## src/rtl/issue_hazard_ctrl.sv

```systemverilog
// In-order issue controller: scoreboard-based RAW/WAW hazard detection,
// multi-cycle execution hold, taken-branch wrong-path flush and stall statistics.
module issue_hazard_ctrl #(
  parameter int REG_ADDR_W  = 5,
  parameter int NUM_REGS    = 32,
  parameter int LAT_W       = 4,
  parameter int STALL_CNT_W = 16
) (
  input  logic                   clk,
  input  logic                   resetn,
  input  logic                   iDecValid,
  input  logic [REG_ADDR_W-1:0]  iRs,
  input  logic [REG_ADDR_W-1:0]  iRt,
  input  logic [REG_ADDR_W-1:0]  iRd,
  input  logic                   iUsesRs,
  input  logic                   iUsesRt,
  input  logic                   iWritesRd,
  input  logic [LAT_W-1:0]       iLatency,
  input  logic                   iBranchTaken,
  input  logic                   iWbValid,
  input  logic [REG_ADDR_W-1:0]  iWbRd,
  output logic                   oIssue,
  output logic                   oPCWr,
  output logic                   oIFIDWr,
  output logic                   oFlush,
  output logic                   oEUBusy,
  output logic [NUM_REGS-1:0]    oPending,
  output logic [STALL_CNT_W-1:0] oStallCount
);

  typedef enum logic [1:0] {
    RUN       = 2'd0,
    EXEC_WAIT = 2'd1,
    FLUSH     = 2'd2
  } state_t;

  state_t                 r_state;
  state_t                 w_nextState;
  logic [LAT_W-1:0]       r_cnt;
  logic [LAT_W-1:0]       w_cntNext;
  logic [NUM_REGS-1:0]    r_pending;
  logic [NUM_REGS-1:0]    w_pendingNext;
  logic [NUM_REGS-1:0]    w_pendView;
  logic [STALL_CNT_W-1:0] r_stallCount;
  logic [LAT_W-1:0]       w_effLat;
  logic                   w_raw;
  logic                   w_waw;
  logic                   w_issue;
  logic                   w_stall;

  // Register 0 is hardwired and never reported as having an outstanding write.
  assign w_pendView = {r_pending[NUM_REGS-1:1], 1'b0};

  // A zero latency field means a single-cycle operation.
  assign w_effLat = (iLatency == '0) ? LAT_W'(1) : iLatency;

  // Hazards look only at the registered scoreboard; a same-cycle writeback does not unblock.
  always_comb begin
    w_raw = (iUsesRs & w_pendView[iRs]) | (iUsesRt & w_pendView[iRt]);
    w_waw = iWritesRd & w_pendView[iRd];
  end

  // Issue/stall decisions and pipeline enables; everything is held low while in reset.
  always_comb begin
    w_issue = ~resetn & iDecValid & (r_state == RUN) & ~w_raw & ~w_waw;
    w_stall = ~resetn & iDecValid & ~w_issue & (r_state != FLUSH);
    oIssue  = w_issue;
    oPCWr   = ~resetn & ~w_stall;
    oIFIDWr = ~resetn & ~w_stall;
    oFlush  = ~resetn & (r_state == FLUSH);
    oEUBusy = ~resetn & (r_state == EXEC_WAIT);
  end

  // Next state and remaining-busy counter.
  always_comb begin
    w_nextState = r_state;
    w_cntNext   = r_cnt;
    case (r_state)
      RUN: begin
        if (w_issue && iBranchTaken) begin
          w_nextState = FLUSH;
        end else if (w_issue && (w_effLat > LAT_W'(1))) begin
          w_nextState = EXEC_WAIT;
          w_cntNext   = w_effLat - LAT_W'(1);
        end
      end
      EXEC_WAIT: begin
        w_cntNext = r_cnt - LAT_W'(1);
        if (r_cnt <= LAT_W'(1)) begin
          w_nextState = RUN;
        end
      end
      FLUSH: begin
        w_nextState = RUN;
      end
      default: begin
        w_nextState = RUN;
      end
    endcase
  end

  // Scoreboard update: writeback clears first, then the issuing instruction sets its destination.
  always_comb begin
    w_pendingNext = r_pending;
    if (iWbValid && (iWbRd != '0)) begin
      w_pendingNext[iWbRd] = 1'b0;
    end
    if (w_issue && iWritesRd && (iRd != '0)) begin
      w_pendingNext[iRd] = 1'b1;
    end
    w_pendingNext[0] = 1'b0;
  end

  // State, scoreboard and saturating stall counter registers.
  always_ff @(posedge clk) begin
    if (resetn) begin
      r_state      <= RUN;
      r_cnt        <= '0;
      r_pending    <= '0;
      r_stallCount <= '0;
    end else begin
      r_state   <= w_nextState;
      r_cnt     <= w_cntNext;
      r_pending <= w_pendingNext;
      if (w_stall && (r_stallCount != '1)) begin
        r_stallCount <= r_stallCount + STALL_CNT_W'(1);
      end
    end
  end

  assign oPending    = r_pending;
  assign oStallCount = r_stallCount;

endmodule

```

## config.mk

```make
export PLATFORM = sky130hd
export DESIGN_NAME = issue_hazard_ctrl
export DESIGN_NICKNAME = d
export VERILOG_FILES = /design/src/rtl/issue_hazard_ctrl.sv
export SDC_FILE = /design/constraint.sdc
export NUM_CORES = 1
export LEC_CHECK = 0
export BUFFER_PORTS_ARGS = -buffer_cell sky130_fd_sc_hd__buf_2
export CAP_MARGIN = 10
export CORE_UTILIZATION = 45
export DETAILED_ROUTE_END_ITERATION = 8
export HOLD_SLACK_MARGIN = 0.08
export PLACE_DENSITY_LB_ADDON = 0.1
export SLEW_MARGIN = 5
export SYNTH_ARGS = -nofsm -noshare
export SYNTH_HDL_FRONTEND = slang
export SYNTH_SLANG_ARGS = --single-unit
```

## constraint.sdc

```tcl
create_clock -name clk -period 4.1 [get_ports clk]
set_input_delay 0.82 -clock clk [delete_from_list [all_inputs] [get_ports clk]]
set_output_delay 0.82 -clock clk [all_outputs]
set_load 0.005 [all_outputs]
```

==> results.md, run 1 <==
- Largest net degree at the start of global routing: 61
- Total placed cells including tap cells: 584
- XOR/XNOR Fraction of Synth Area: 0.733%
- TritonCTS clock tree: done
- Fin. Hold Viols: 0
- DR iter-0 viols: 263
- Clock Latency Late Sink: 310 ps
- Global-route wire length before repair: 16500 um
- Relative slew slack: 60.8%
- Buffers on Ports: 83
- P_leak: 0.00168 uW
- RSZ-0062 raised after global routing: false
- Post-CTS Hold Buffers: 0
- GRT Total Usage: 25.2%
- Sink Count: 53
- CTS Buf Count: 5
- Ports: 85
- Vias: 3544
- Fin Setup TNS: 0 ps
- Fill count: 768
- Synth Area in Simple Gates: 26.3%
- Initial Util: 46.4%
- Clock Skew: 9.62 ps
- Clock Path Buffers: 2
- DRC violation count after routing: 0
- Hold wc startpoint: oStallCount[10]$_SDFFE_PP0P_
- Maximum vdd drop: 0.152 mV
- Post-Route WL: 10400 um
- Die X: 91.2 um
- Synth cell types: 57
- DR vias/cell: 5.99
- Asr flop ratio synth: 0%
- Initial antenna violation count: 0
- Yosys reg bits: 53
- Setup Buffers After CTS: 0
- Area grow syn2layout: 15.7%
- Pwr Density: 265 nW/um^2
- Layout cell share with drive strength beyond 1: 25.3%
- Core region area: 7730 um^2
- Drt wl/cell: 17.6 um
- Data required time at the worst endpoint: 3280 ps
- Largest area contributor in the netlist: dfxtp_1
- Worst-margin pin slew: 588 ps
- Finished Layout Cells: 592
- Setup crit start: iRd[1]
- Most frequent cells in the layout: 83 x buf_2, 53 x dfxtp_1, 48 x o21ai_0
- Antenna viol nets, final: 0
- Max cap viols: 0
- Largest family of logic cells by synthesized area: simple AND/OR/NAND/NOR gates
- Minimum clock period: 3920 ps
- Most common cell after layout, fill and taps aside: buf_2
- Net count reported at finish: 526
- Final GP Congestion: 0.910
- Compound-gate portion of the synthesized area: 18.6%
- Max H-tree Level: 2
- Final Setup Violations: 0
- Final period util: 95.6%
- Post-synth EDFFs: 0
- Post-synth top area share: 29.6%
- Mapped Cells: 419
- Highest clock rate: 255 MHz
- HP Class: reg -> reg
- Primary FF master, synth: dfxtp_1
- CP Max Fanout: 11
- DRT Pass-1 Iters: 6
- R2R Setup Slk: 1240 ps
- Register area share after synthesis: 29.6%
- CP Launch Type: primary input
- Area contributors post-synth: dfxtp_1 30%, mux4_2 9.4%, o21ai_0 6.7%
- Slew Limit Fails: 0
- CTS Root Buffer Type: clkbuf_8
- N_diodes: 0
- Mapped Area: 3580 um^2
- Site row count: 32
- WHS: 505 ps
- Synthesized area per cell: 8.55 um^2
- RR Startpoint: oPending[14]$_SDFF_PP0_
- Die height: 91.2 um
- Yosys warns: 0
- Clock slew at reported path FFs: 100 ps
- Grt total ovfl: 0
- Final HPWL DP: 7810 um
- Mux share of post-synthesis cell area: 17.5%
- Die area: 8320 um^2
- Adder-cell share of the synthesized area: 1.75%
- Post-CTS sizing: 0
- CP Class: in -> out
- CP Capture Type: output pin
- Status: finished, final reports clean
- Arr. time, crit path: 3100 ps
- Syn nets: 456
- Vias in the first global route: 3169
==> sequential cells by signal (all words and copies together) (netlist names) <==
name and flops:
oPending 31, oStallCount 16, r_cnt 4, r_state 2
==> Yosys cell counts, drive strengths merged, types with 11 or more instances <==
cell type  instances
nor2b             24
or3               13
mux2i             21
inv               15
mux4              15
dfxtp             53
clkbuf            13
nor3              11
nand3             14
nor2              19
o21ai             48
a21oi             16
nand2             38
o31ai             17
nand3b            17
buf               12
==> report_power, final <==
| group | internal (uW) | switching, uW |
|---|---|---|
| Combinational | 76.9 | 108 |
| Sequential | 525 | 12.1 |
| Clock | 199 | 177 |
| Total | 801 | 298 |
==> per-layer routing <==
layer / up-vias / track usage (%) / routed length, um
met1: 1679 / 37.6 / 4990
li1: 1695 / - / -
met5: - / 0 / 0
met4: 0 / 9.79 / 239
met2: 152 / 36.6 / 4540
met3: 18 / 3.10 / 670
==> logic make-up after synthesis <==
logic type,count (synthesis)
buffers and inverters,40
flip-flops,53
multiplexers,43
XOR/XNOR,3
adder cells (fa/ha/maj),5
AND/OR/NAND/NOR,168
AO/OA/AOI/OAI,106
other,1
==> path summary, 6_finish.rpt <==
| check | end | cells past startpoint |
|---|---|---|
| worst max-delay path | oIFIDWr | 11 |
| worst max register to register | oStallCount[15]$_SDFFE_PP0P_ | 9 |
| worst min register to register | oStallCount[10]$_SDFFE_PP0P_ | 2 |
| worst min-delay path | oStallCount[10]$_SDFFE_PP0P_ | 2 |
==> per-stage QoR <==
step                      util, %  setup slack [ps]  total power (uW)  area [um^2]
after detailed placement     52.1               177               733         4020
after floorplan                 -               279               676         3580
after CTS                    53.6               187              1110         4140
after global placement       52.1               266               730         4020
final                        53.6               179              1100         4140
after global routing         53.6              20.7              1150         4140
==> worst max-delay path, cell delays in order <==
cell and delay (ps):
buf_2 180, buf_4 230, mux2i_1 200, o311ai_0 130
or4_1 450, a211oi_2 310, a2bb2oi_2 180, nand2_1 90
a21o_1 210, a21oi_1 160, buf_2 140
==> layout make-up <==
type / instances / area, um^2 / share of cell area [%]
Clock buffer: 6 / 82.6 / 1.99
Multi-Input combinational cell: 326 / 2330 / 56.1
Tap cell: 102 / 128 / 3.08
Inverter: 15 / 56.3 / 1.36
Timing Repair Buffer: 88 / 453 / 10.9
Clock inverter: 2 / 37.5 / 0.906
Sequential cell: 53 / 1060 / 25.6
Power figures use the tool's default switching activity.
==> run 2, diff against run 1 <==
Settings changed: CORE_MARGIN set to 3.
==> results.md, run 2 (synthesis gave the netlist of run 1 again) <==
- Area grow syn2layout: 15.2%
- GRT Total Usage: 23.3% (-1.9 points)
- Most common cell after layout, fill and taps aside: buf_2
- Data required time at the worst endpoint: 3280 ps (about the same)
- Final HPWL DP: 7980 um (+2.2%)
- Largest net degree at the start of global routing: 61 (unchanged)
- Maximum vdd drop: 0.162 mV (+6.7%)
- Clock Power Share: 30.8% (-3.5 points)
- Post-Route WL: 10600 um (+1.2%)
- N_diodes: 0 (unchanged)
- CP Class: in -> out
- Core region area: 7490 um^2 (-3.1%)
- CTS Buf Count: 5 (unchanged)
- DR iter-0 viols: 291 (+11%)
- Grt total ovfl: 0 (unchanged)
- Highest clock rate: 257 MHz (+0.60%)
- Internal cell power: 732 uW (-8.6%)
- CP Capture Type: output pin
- Ports: 85 (unchanged)
- Clock slew at reported path FFs: 110 ps (about the same)
- Worst path cell trace: buf_2 -> mux2_1 -> and3_1 -> or4_1 -> a211oi_2 -> a2bb2oi_2 -> nand2_1 -> a21o_1 -> a21oi_1 -> buf_2
- Clock Path Buffers: 2 (unchanged)
- Combinational power share: 17.8% (+1.0 points)
- Layout cell share with drive strength beyond 1: 25.5% (+0.15 points)
- RSZ-0062 raised after global routing: false
- Clock Latency Late Sink: 320 ps (about the same)
- P_leak: 0.00168 uW (about the same)
- Post-route cell area: 4130 um^2 (-0.45%)
- DRT Pass-1 Iters: 5 (-1)
- Minimum clock period: 3900 ps (-23.5 ps)
- Buffers on Ports: 83 (unchanged)
- Slowest CP cell: or4_1
- Final Setup Violations: 0 (unchanged)
- Die X: 95.2 um (+4.4%)
- Post-CTS sizing: 0 (unchanged)
- Net count reported at finish: 527 (+0.19%)
- Share of power burned in registers: 51.4% (+2.5 points)
- Fin Setup TNS: 0 ps (unchanged)
- Relative slew slack: 62.5% (+1.8 points)
- Status: finished, final reports clean
- Fin util: 55.1% (+1.5 points)
- TritonCTS clock tree: done
- Finished Layout Cells: 590 (-0.34%)
- Reg area: 1060 um^2 (unchanged)
- Die height: 95.2 um (+4.4%)
- Final GP Congestion: 0.901 (-1.0%)
- CP Max Fanout: 9 (-2)
- Max stage delay on crit path: 500 ps (+50 ps)
- Final period util: 95.1% (-0.57 points)
- Global-route wire length before repair: 16400 um (-0.62%)
- Clock Skew: 7.02 ps (-2.60 ps)
- Sw Ratio: 30.0% (+2.9 points)
- Flip-flop count of the largest register after layout: 31 (unchanged)
- DRC violation count after routing: 0 (unchanged)
- Initial antenna violation count: 0 (unchanged)
- Post-CTS Hold Buffers: 0 (unchanged)
- HP Class: reg -> reg
- Worst-margin pin slew: 562 ps (-26.7 ps)
- Initial Util: 47.9% (+1.5 points)
- Slew Limit Fails: 0 (unchanged)
- Pwr Density: 253 nW/um^2 (-4.4%)
- Die area: 9070 um^2 (+9.0%)
- Max H-tree Level: 2 (unchanged)
- Sw Pwr: 313 uW (+5.3%)
- Arr. time, crit path: 3080 ps (-20 ps)
- Sink Count: 53 (unchanged)
- Critical Path Most Common Cell: buf_2
- Setup Buffers After CTS: 0 (unchanged)
- Vias: 3562 (+0.51%)
- CP Launch Type: primary input
- Vias in the first global route: 3145 (-0.76%)
- R2R Setup Slk: 1270 ps (+30 ps)
- Antenna viol nets, final: 0 (unchanged)
- CTS Root Buffer Type: clkbuf_8
- Most frequent cells in the layout: 83 x buf_2, 53 x dfxtp_1, 48 x o21ai_0
- Placed inst area: 4030 um^2 (about the same)
- Max cap viols: 0 (unchanged)
- Drt wl/cell: 17.9 um (+1.5%)
- Fin. Hold Viols: 0 (unchanged)
- DR vias/cell: 6.04 (+0.85%)
- Site row count: 31 (-3.1%)
- Fill count: 696 (-9.4%)
- Area occupied by multi-input gates: 2330 um^2 (unchanged)
- Total placed cells including tap cells: 582 (-0.34%)
-- run 2: cell count changes in the layout (fill, tap and decap cells not counted), sizes merged --
cell,delta
inv,+3
buf,+1
bufinv,-1
clkbuf,-1
clkinvlp,-1
-- run 2: cell type report --
class                      instances  area share [%]
multi-input combinational        326            56.4
sequential                        53            25.7
timing repair buffer              89            11.2
tap                               99            3.00
clock buffer                       5            1.67
inverter                          15            1.36
clock inverter                     3           0.698
-- run 2: worst paths after layout --
path,from,end,cells after the start
hold / removal,oStallCount[9]$_SDFFE_PP0P_,oStallCount[9]$_SDFFE_PP0P_,2
setup / recovery,iRd[1],oIFIDWr,10
hold reg to reg,oStallCount[9]$_SDFFE_PP0P_,oStallCount[9]$_SDFFE_PP0P_,2
setup reg to reg,oPending[14]$_SDFF_PP0_,oStallCount[15]$_SDFFE_PP0P_,9
-- run 2: per-stage QoR --
stage / setup WS [ps] / total power, uW / hold slack [ps]
after CTS: 202 / 1050 / 522
after global routing: 92.8 / 1100 / 557
after floorplan: 279 / 676 / 483
after detailed placement: 216 / 733 / 503
final: 203 / 1050 / 517
after global placement: 234 / 730 / 475
-- run 2: layer usage --
metal | part of all wire (%) | GRT usage, %
met1 | 46 | 36.0
met2 | 45 | 34.3
met3 | 8.0 | 3.16
met4 | 0.72 | 4.57
met5 | 0 | 0
-- run 2: worst max-delay path: cells and delay by family --
family,cells,cell delay (ps)
AOI/OAI and AO/OA,4,780
muxes,1,350
buffers and inverters,2,360
and+or+nand+nor,3,760
-- run 2: power by group through the flow --
stage | Sequential (uW) | Clock [uW] | Combinational (uW)
5_1_grt | 540 | 347 | 207
4_1_cts | 537 | 330 | 185
3_5_place_dp | 549 | 0 | 184
6_report | 538 | 322 | 186
3_3_place_gp | 549 | 0 | 182
2_1_floorplan | 544 | 0 | 132
==> run 3, diff against run 2 <==
Settings changed: HOLD_SLACK_MARGIN 0.08 to not set, REMOVE_ABC_BUFFERS set to 1.
==> results.md, run 3 (synthesis gave the netlist of run 1 again) <==
- Sink Count: 53 (unchanged)
- CP Class: in -> out
- Initial Util: 47.9% (unchanged)
- Final period util: 95.2% (+0.10 points)
- DR iter-0 viols: 321 (+10%)
- Fin Setup TNS: 0 ps (unchanged)
- CTS Root Buffer Type: clkbuf_8
- R2R Setup Slk: 1230 ps (-40 ps)
- Data required time at the worst endpoint: 3280 ps (about the same)
- Power Total: 1100 uW (+4.8%)
- Hold path cells: 2 (unchanged)
- Slew Limit Fails: 0 (unchanged)
- Final GP Congestion: 0.876 (-2.7%)
- Critical Path Most Common Cell: buf_2
- HP Class: reg -> reg
- Fin util: 55.2% (+0.067 points)
- Relative slew slack: 51.7% (-11 points)
- CP Capture Type: output pin
- Final Setup Violations: 0 (unchanged)
- Clock Skew: 10.0 ps (+3.01 ps)
- WHS: 512 ps (-4.41 ps)
- RR Endpoint: oPending[16]$_SDFF_PP0_
- Post-route cell area: 4130 um^2 (+0.12%)
- CP Launch Type: primary input
- Post-Route WL: 10600 um (+0.69%)
- Grt total ovfl: 0 (unchanged)
- Hold wc startpoint: oStallCount[10]$_SDFFE_PP0P_
- Clock Latency Late Sink: 320 ps (about the same)
- RSZ-0062 raised after global routing: false
- DR vias/cell: 6.04 (about the same)
- RR Startpoint: oPending[14]$_SDFF_PP0_
- Worst-margin pin slew: 723 ps (+162 ps)
- Layout cell share with drive strength beyond 1: 25.2% (-0.30 points)
- Slowest CP cell: or4_1
- Most common cell after layout, fill and taps aside: buf_2
- Worst path cell trace: buf_2 -> nor2_1 -> and4b_1 -> or4_1 -> a211oi_2 -> a2bb2oi_2 -> nand2_1 -> a21o_1 -> a21oi_1 -> buf_2
- Largest net degree at the start of global routing: 61 (unchanged)
- Die height: 95.2 um (unchanged)
- P_leak: 0.00167 uW (-0.36%)
- Maximum vdd drop: 0.154 mV (-5.0%)
- Die X: 95.2 um (unchanged)
- Highest clock rate: 256 MHz (-0.10%)
- Minimum clock period: 3900 ps (+4.08 ps)
- Clock Path Buffers: 2 (unchanged)
- N_diodes: 0 (unchanged)
- Net count reported at finish: 525 (-0.38%)
- Drt wl/cell: 18.1 um (+1.0%)
- Max stage delay on crit path: 540 ps (+40 ps)
- WHS Endpoint: oStallCount[10]$_SDFFE_PP0P_
- Antenna viol nets, final: 0 (unchanged)
- DRC violation count after routing: 0 (unchanged)
- Global-route wire length before repair: 16700 um (+1.6%)
- Area grow syn2layout: 15.3%
- CP Max Fanout: 19 (+10)
- Max H-tree Level: 2 (unchanged)
- Status: finished, final reports clean
- Initial antenna violation count: 0 (unchanged)
- Fin. Hold Viols: 0 (unchanged)
- CTS Buf Count: 5 (unchanged)
- DRT Pass-1 Iters: 5 (unchanged)
- Pwr Density: 265 nW/um^2 (+4.6%)
- GRT Total Usage: 23.4% (+0.087 points)
- Placed inst area: 4010 um^2 (-0.37%)
- Site row count: 31 (unchanged)
- Arr. time, crit path: 3080 ps (about the same)
- TritonCTS clock tree: done
- Clock slew at reported path FFs: 110 ps (about the same)
- Setup Buffers After CTS: 0 (unchanged)
- Buffers on Ports: 83 (unchanged)
- Ports: 85 (unchanged)
- Most frequent cells in the layout: 82 x buf_2, 53 x dfxtp_1, 48 x o21ai_0
- Vias: 3553 (-0.25%)
- Vias in the first global route: 3161 (+0.51%)
- Flip-flop count of the largest register after layout: 31 (unchanged)
- Final HPWL DP: 7980 um (about the same)
- Max cap viols: 0 (unchanged)
- Core region area: 7490 um^2 (unchanged)
- R2R depth: 8 (-1)
- Die area: 9070 um^2 (unchanged)
[run 3: how the worst max path moves through the flow]
stage / startpoint / to / slack [ps] / cells after the start
after floorplan: iRd[1] / oIFIDWr / 560 / 8
after global placement: iRd[1] / oIFIDWr / 250 / 11
after detailed placement: iRd[1] / oIFIDWr / 160 / 11
after CTS: iRd[1] / oIFIDWr / 130 / 11
after global routing: iRd[0] / oPCWr / 20 / 10
final: iRd[0] / oIFIDWr / 200 / 10
[run 3: routing by layer]
metal  GRT usage, %  routed length (um)
met2           35.2                4570
met4           4.81                 142
met1           35.4                5070
met3           3.31                 851
met5              0                   0
[run 3: area by class of cell]
cell class | instances | area, um^2
Fill cell | 735 | 3360
Clock inverter | 3 | 46.3
Timing Repair Buffer | 87 | 448
Inverter | 15 | 56.3
Tap cell | 99 | 124
Sequential cell | 53 | 1060
Multi-Input combinational cell | 326 | 2330
Clock buffer | 5 | 68.8
[run 3: repair_timing]
| item | in CTS | in global routing |
|---|---|---|
| hold endpoints to repair | 0 | 0 |
| hold buffers | 0 | 0 |
| endpoints found under the setup margin | 0 | 2 |
| resized for setup | 0 | 1 |
[run 3: critical path: cells and delay by family]
kind	cells	cell delay, ps
and+or+nand+nor	4	950
AOI/OAI and AO/OA	4	820
buffers and inverters	2	470
[run 3: metrics by stage]
| stage | instances | worst slack (ps) |
|---|---|---|
| 2_1_floorplan | 394 | 560 |
| 3_5_place_dp | 580 | 157 |
| 6_report | 588 | 198 |
| 4_1_cts | 588 | 130 |
| 3_3_place_gp | 580 | 248 |
| 5_1_grt | 588 | 15.9 |
[run 3: where the power goes]
| group | internal (uW) | switching [uW] | total, uW |
|---|---|---|---|
| Sequential | 525 | 12.4 | 537 |
| Clock | 183 | 189 | 372 |
| Combinational | 76.7 | 109 | 186 |
| Total | 785 | 310 | 1100 |
